## config.mk

```make
export PLATFORM = sky130hd
export DESIGN_NAME = memory_arbiter_flat
export DESIGN_NICKNAME = d
export VERILOG_FILES = /design/src/rtl/memory_arbiter_if.sv /design/src/rtl/memory_arbiter.sv /design/src/flat_wrapper.sv
export SDC_FILE = /design/constraint.sdc
export NUM_CORES = 1
export LEC_CHECK = 0
export BUFFER_PORTS_ARGS = -buffer_cell sky130_fd_sc_hd__buf_2
export CORE_AREA = 2 2 632 634
export CTS_CLUSTER_SIZE = 30
export DETAILED_ROUTE_END_ITERATION = 6
export DIE_AREA = 0 0 634 636
export PLACE_DENSITY_LB_ADDON = 0.2
export SYNTH_ARGS = -nofsm -noshare
export SYNTH_HDL_FRONTEND = slang
export SYNTH_SLANG_ARGS = --single-unit
```

## constraint.sdc

```tcl
create_clock -name clk_i -period 3.7 [get_ports clk_i]
set_clock_uncertainty 0.1 [all_clocks]
set_input_delay 0.555 -clock clk_i [delete_from_list [all_inputs] [get_ports clk_i]]
set_output_delay 0.555 -clock clk_i [all_outputs]
set_load 0.01 [all_outputs]
```

## src/rtl/memory_arbiter_if.sv

```systemverilog
// Line-wide memory port shared by the caches, the arbiter and main memory.
// The master drives the request; the slave answers with ready and read data.
interface memory_interface #(
    parameter int unsigned ADDR_SIZE = 32,
    parameter int unsigned LINE_SIZE = 256
);
    logic [ADDR_SIZE-1:0] addr;
    logic [LINE_SIZE-1:0] wr_data;
    logic [LINE_SIZE-1:0] rd_data;
    logic                 write;
    logic                 valid;
    logic                 ready;

    modport master (
        output addr, wr_data, write, valid,
        input  rd_data, ready
    );

    modport slave (
        input  addr, wr_data, write, valid,
        output rd_data, ready
    );
endinterface

```

## src/rtl/memory_arbiter.sv

```systemverilog
// Round-robin arbiter letting the I-cache and D-cache share one memory port.
// One transaction is outstanding at a time; the loser only ever sees ready = 1.
module memory_arbiter #(
    parameter int unsigned ADDR_SIZE = 32,
    parameter int unsigned LINE_SIZE = 256
) (
    input logic            clk_i,
    input logic            reset_i,
    memory_interface.slave  icache_bus,
    memory_interface.slave  dcache_bus,
    memory_interface.master memory_bus
);

    typedef enum logic [1:0] {
        IDLE,
        ISSUE,
        WAIT
    } state_e;

    typedef enum logic {
        GRANT_I = 1'b0,
        GRANT_D = 1'b1
    } grant_e;

    state_e state_q, state_d;
    grant_e grant_q, grant_d;
    grant_e last_grant_q, last_grant_d;

    grant_e               winner;
    logic                 any_valid;
    logic [ADDR_SIZE-1:0] sel_addr;
    logic [LINE_SIZE-1:0] sel_wr_data;
    logic                 sel_write;

    // State register
    always_ff @(posedge clk_i) begin
        if (reset_i) begin
            state_q      <= IDLE;
            grant_q      <= GRANT_I;
            last_grant_q <= GRANT_I;
        end else begin
            state_q      <= state_d;
            grant_q      <= grant_d;
            last_grant_q <= last_grant_d;
        end
    end

    // Winner on a tie is whichever requester was not served last.
    always_comb begin
        any_valid = icache_bus.valid | dcache_bus.valid;
        if (icache_bus.valid && dcache_bus.valid) begin
            winner = (last_grant_q == GRANT_I) ? GRANT_D : GRANT_I;
        end else if (dcache_bus.valid) begin
            winner = GRANT_D;
        end else begin
            winner = GRANT_I;
        end
    end

    // Next-state logic
    always_comb begin
        state_d      = state_q;
        grant_d      = grant_q;
        last_grant_d = last_grant_q;
        case (state_q)
            IDLE: begin
                if (any_valid && memory_bus.ready) begin
                    grant_d      = winner;
                    last_grant_d = winner;
                    state_d      = ISSUE;
                end
            end
            ISSUE: begin
                if (!memory_bus.ready) begin
                    state_d = WAIT;
                end
            end
            WAIT: begin
                if (memory_bus.ready) begin
                    state_d = IDLE;
                end
            end
            default: begin
                state_d = IDLE;
            end
        endcase
    end

    always_comb begin
        if (grant_q == GRANT_D) begin
            sel_addr    = dcache_bus.addr;
            sel_wr_data = dcache_bus.wr_data;
            sel_write   = dcache_bus.write;
        end else begin
            sel_addr    = icache_bus.addr;
            sel_wr_data = icache_bus.wr_data;
            sel_write   = icache_bus.write;
        end
    end

    // Output logic
    always_comb begin
        icache_bus.ready   = 1'b1;
        dcache_bus.ready   = 1'b1;
        memory_bus.valid   = 1'b0;
        memory_bus.write   = 1'b0;
        memory_bus.addr    = '0;
        memory_bus.wr_data = '0;
        case (state_q)
            ISSUE: begin
                memory_bus.valid   = 1'b1;
                memory_bus.write   = sel_write;
                memory_bus.addr    = sel_addr;
                memory_bus.wr_data = sel_wr_data;
                if (grant_q == GRANT_D) begin
                    dcache_bus.ready = 1'b0;
                end else begin
                    icache_bus.ready = 1'b0;
                end
            end
            WAIT: begin
                memory_bus.write   = sel_write;
                memory_bus.addr    = sel_addr;
                memory_bus.wr_data = sel_wr_data;
                if (grant_q == GRANT_D) begin
                    dcache_bus.ready = memory_bus.ready;
                end else begin
                    icache_bus.ready = memory_bus.ready;
                end
            end
            default: begin
            end
        endcase
    end

    assign icache_bus.rd_data = memory_bus.rd_data;
    assign dcache_bus.rd_data = memory_bus.rd_data;

endmodule

```

## src/flat_wrapper.sv

```systemverilog
// flat-port wrapper written by rule: the top's interface ports become plain ports
module memory_arbiter_flat 
#(
    parameter int unsigned ADDR_SIZE = 32,
    parameter int unsigned LINE_SIZE = 256
)
  (clk_i, reset_i, icache_bus_addr, icache_bus_wr_data, icache_bus_write, icache_bus_valid, icache_bus_rd_data, icache_bus_ready, dcache_bus_addr, dcache_bus_wr_data, dcache_bus_write, dcache_bus_valid, dcache_bus_rd_data, dcache_bus_ready, memory_bus_addr, memory_bus_wr_data, memory_bus_write, memory_bus_valid, memory_bus_rd_data, memory_bus_ready);
  memory_interface #(.ADDR_SIZE(ADDR_SIZE), .LINE_SIZE(LINE_SIZE)) icache_bus_i ();
  memory_interface #(.ADDR_SIZE(ADDR_SIZE), .LINE_SIZE(LINE_SIZE)) dcache_bus_i ();
  memory_interface #(.ADDR_SIZE(ADDR_SIZE), .LINE_SIZE(LINE_SIZE)) memory_bus_i ();
  input logic clk_i;
  input logic reset_i;
  input wire logic [$bits(icache_bus_i.addr)-1:0] icache_bus_addr;
  input wire logic [$bits(icache_bus_i.wr_data)-1:0] icache_bus_wr_data;
  input wire logic [$bits(icache_bus_i.write)-1:0] icache_bus_write;
  input wire logic [$bits(icache_bus_i.valid)-1:0] icache_bus_valid;
  output wire logic [$bits(icache_bus_i.rd_data)-1:0] icache_bus_rd_data;
  output wire logic [$bits(icache_bus_i.ready)-1:0] icache_bus_ready;
  input wire logic [$bits(dcache_bus_i.addr)-1:0] dcache_bus_addr;
  input wire logic [$bits(dcache_bus_i.wr_data)-1:0] dcache_bus_wr_data;
  input wire logic [$bits(dcache_bus_i.write)-1:0] dcache_bus_write;
  input wire logic [$bits(dcache_bus_i.valid)-1:0] dcache_bus_valid;
  output wire logic [$bits(dcache_bus_i.rd_data)-1:0] dcache_bus_rd_data;
  output wire logic [$bits(dcache_bus_i.ready)-1:0] dcache_bus_ready;
  output wire logic [$bits(memory_bus_i.addr)-1:0] memory_bus_addr;
  output wire logic [$bits(memory_bus_i.wr_data)-1:0] memory_bus_wr_data;
  output wire logic [$bits(memory_bus_i.write)-1:0] memory_bus_write;
  output wire logic [$bits(memory_bus_i.valid)-1:0] memory_bus_valid;
  input wire logic [$bits(memory_bus_i.rd_data)-1:0] memory_bus_rd_data;
  input wire logic [$bits(memory_bus_i.ready)-1:0] memory_bus_ready;
  assign icache_bus_i.addr = icache_bus_addr;
  assign icache_bus_i.wr_data = icache_bus_wr_data;
  assign icache_bus_i.write = icache_bus_write;
  assign icache_bus_i.valid = icache_bus_valid;
  assign icache_bus_rd_data = icache_bus_i.rd_data;
  assign icache_bus_ready = icache_bus_i.ready;
  assign dcache_bus_i.addr = dcache_bus_addr;
  assign dcache_bus_i.wr_data = dcache_bus_wr_data;
  assign dcache_bus_i.write = dcache_bus_write;
  assign dcache_bus_i.valid = dcache_bus_valid;
  assign dcache_bus_rd_data = dcache_bus_i.rd_data;
  assign dcache_bus_ready = dcache_bus_i.ready;
  assign memory_bus_addr = memory_bus_i.addr;
  assign memory_bus_wr_data = memory_bus_i.wr_data;
  assign memory_bus_write = memory_bus_i.write;
  assign memory_bus_valid = memory_bus_i.valid;
  assign memory_bus_i.rd_data = memory_bus_rd_data;
  assign memory_bus_i.ready = memory_bus_ready;
  memory_arbiter #(.ADDR_SIZE(ADDR_SIZE), .LINE_SIZE(LINE_SIZE)) u_core (.clk_i(clk_i), .reset_i(reset_i), .icache_bus(icache_bus_i), .dcache_bus(dcache_bus_i), .memory_bus(memory_bus_i));
endmodule
```

==> flow_summary.json <==
{
  "status": "finished clean",
  "critical_path_class": "reg -> out",
  "postSynthCellCount": 1183,
  "first_global_vias": 11000,
  "drv_cap": 0,
  "grt_max_degree": 70,
  "syn_avg_cell_area_sq_um": 7.84,
  "critPathLaunchType": "flop",
  "holdBufCountCts": 0,
  "p_sw_w": 0.00508,
  "io_buffers": 874,
  "ir_drop_uv": 230,
  "ys_warn_count": 0,
  "drv_slew": 0,
  "fillCellCount": 47500,
  "min_period_ps": 3190,
  "drtPass1Iterations": 5,
  "synth_top_area_share_pct": 41.6,
  "mostFrequentLayoutCell": "buf_2",
  "route.detailed.drc": 0,
  "timing.fmax_mhz": 314,
  "synthesis.area_sq_mm": 0.00928,
  "drive_gt1_share_pct": 63.9,
  "dieArea_sq_mm": 0.403,
  "synthFlopType": "dfxtp_1",
  "routed_via_density": 1.70,
  "yosysSeqAreaShare_pct": 0.648,
  "synth_edf_count": 0,
  "dp_hpwl_mm": 224,
  "first_iter_violations": 839,
  "switching_share_pct": 65.8,
  "powerDensity_mw_per_mm2": 450,
  "hold_viol": 0,
  "worstMarginPinSlew_ps": 909,
  "async_flop_share_pct": 0,
  "power_w": 0.00772,
  "p_seq_share_pct": 0.7,
  "vias": 11700,
  "cts_tree": "yes",
  "comb_power_share_pct": 97.1,
  "leakagePower_nw": 5.89,
  "nNetsFinal": 2407,
  "clockBufferDepth": 2,
  "die-width_microns": 634,
  "grt_use_total_pct": 11.1,
  "core_area_sq_mm": 0.397,
  "synth_cell_types": 18,
  "final_cell_mix": "869 x buf_2, 289 x nor2b_1, 251 x mux2i_1, 67 x buf_4, 28 x mux2i_2",
  "cts_root_buffer": "clkbuf_16",
  "htree_num_levels": 1,
  "finalNonFillerCells": 6886,
  "final_antenna_net_count": 0,
  "path_clk_slew_ps": 30,
  "routed_wl_mm": 235,
  "place_congestion": 0.983,
  "wire_per_inst_microns": 34.1,
  "insertion_delay_ps": 220,
  "worstPathMaxFanout": 31,
  "clockPowerShare_pct": 2.2,
  "cts_buffers": 3,
  "layout_worst_path_cycle_share_pct": 86.1,
  "io_pins": 1643,
  "critical_path_arrival_ps": 2530,
  "initial_core_util_pct": 2.34,
  "grt-ovfl-total": 0,
  "yosys.area.top_type": "buf_4",
  "synth_seq_cells": 3,
  "setup_viol": 0,
  "end_kind": "output pin",
  "grt_antenna_before_repair": 222,
  "synthTopCellsByArea": "buf_4 42%, mux2i_1 31%, nor2b_1 19%, buf_6 3.6%, clkbuf_1 1.3%",
  "syn_nets": 2027,
  "slew_headroom_pct": 37.7,
  "intPower_w": 0.00264,
  "min_path_type": "reg -> reg",
  "syn_to_final_growth_pct": 84.8,
  "grt_setup_unrepaired": "false",
  "clkSinkCount": 3,
  "row_count": 232,
  "grt_pass1_wl_mm": 259,
  "dpl.cell_count": 6820,
  "die_h_microns": 636,
  "required_ps": 3040
}
==> logic make-up after synthesis <==
| group | count (synthesis) | synth area share [%] |
|---|---|---|
| and+or+nand+nor | 296 | 19.9 |
| adders and majority gates | 5 | 0.674 |
| buffers and inverters | 580 | 46.7 |
| AOI/OAI and AO/OA | 7 | 0.540 |
| DFF | 3 | 0.648 |
| muxes | 292 | 31.5 |
==> power groups by stage <==
stage	clock (W)	sequential [W]	combinational [W]
floorplan	0	0.0000478	0.00338
global placement	0	0.0000838	0.00780
detailed placement	0	0.0000859	0.00781
CTS	0.000172	0.0000856	0.00785
global route	0.000180	0.0000586	0.00804
finish	0.000169	0.0000562	0.00749
==> cells in the mapped netlist (2+ instances only) <==
cell        n
ha_1        5
dfxtp_1     3
nor2_1      3
buf_6      30
clkbuf_1   31
nand2b_1    4
o21ai_1     2
buf_4     514
mux2i_1   291
buf_2       2
nor2b_1   289
inv_1       3
==> metrics by stage <==
step / worst slack [ps] / utilization (%) / area [sq um] / TNS [ps] / hold slack, ps
2_1_floorplan: 1620 / - / 9280 / 0 / 368
3_3_place_gp: -450 / 4.21 / 16700 / -3780 / 396
3_5_place_dp: -453 / 4.24 / 16800 / -969 / 418
4_1_cts: -206 / 4.27 / 17000 / -1470 / 425
5_1_grt: 339 / 4.29 / 17000 / 0 / 458
6_report: 514 / 4.32 / 17100 / 0 / 418
==> per-layer routing <==
layer  vias up  wire, microns  track usage, %
met5         -           1280           0.896
met4        86          11500            4.07
met3       528          46000            9.91
met2      1853         109000            18.7
met1      5124          66400            9.16
li1       4142              -               -
==> flip-flops by register name, summed over array words and instances, names as in the netlist <==
name            cells
u_core.state_q      2
u_core.grant_q      1
==> worst max-delay path: stages (launching register included) <==
cell and delay (ps):
dfxtp_4 400, buf_4 230, buf_12 260, buf_4 270, mux2i_1 780, nor2b_1 140
buf_2 190
==> area by class of cell <==
type | count | area, sq um | area share, %
Multi-Input combinational cell | 600 | 5150 | 30.0
Tap cell | 5265 | 6590 | 38.4
Sequential cell | 3 | 63.8 | 0.372
Inverter | 3 | 11.3 | 0.0657
Timing Repair Buffer | 952 | 5110 | 29.8
Clock buffer | 4 | 78.8 | 0.460
Antenna cell | 59 | 148 | 0.861
==> repair_timing <==
action                                  4_1_cts  5_1_grt
buffers inserted                              0        3
resized for setup                             6        4
endpoints found under the setup margin       12       10
==> final timing paths <==
kind                             startpoint                        endpoint  slack [ps]  cells after the start
max             u_core.grant_q$_SDFFE_PP0P_         memory_bus_wr_data[111]         510                      6
min          u_core.state_q[0]$_SDFFE_PP0P_  u_core.state_q[0]$_SDFFE_PP0P_         420                      2
max reg2reg  u_core.state_q[1]$_SDFFE_PP0P_  u_core.state_q[0]$_SDFFE_PP0P_        2110                      5
min reg2reg  u_core.state_q[0]$_SDFFE_PP0P_  u_core.state_q[0]$_SDFFE_PP0P_         420                      2
(Power assumes the default switching activity.)
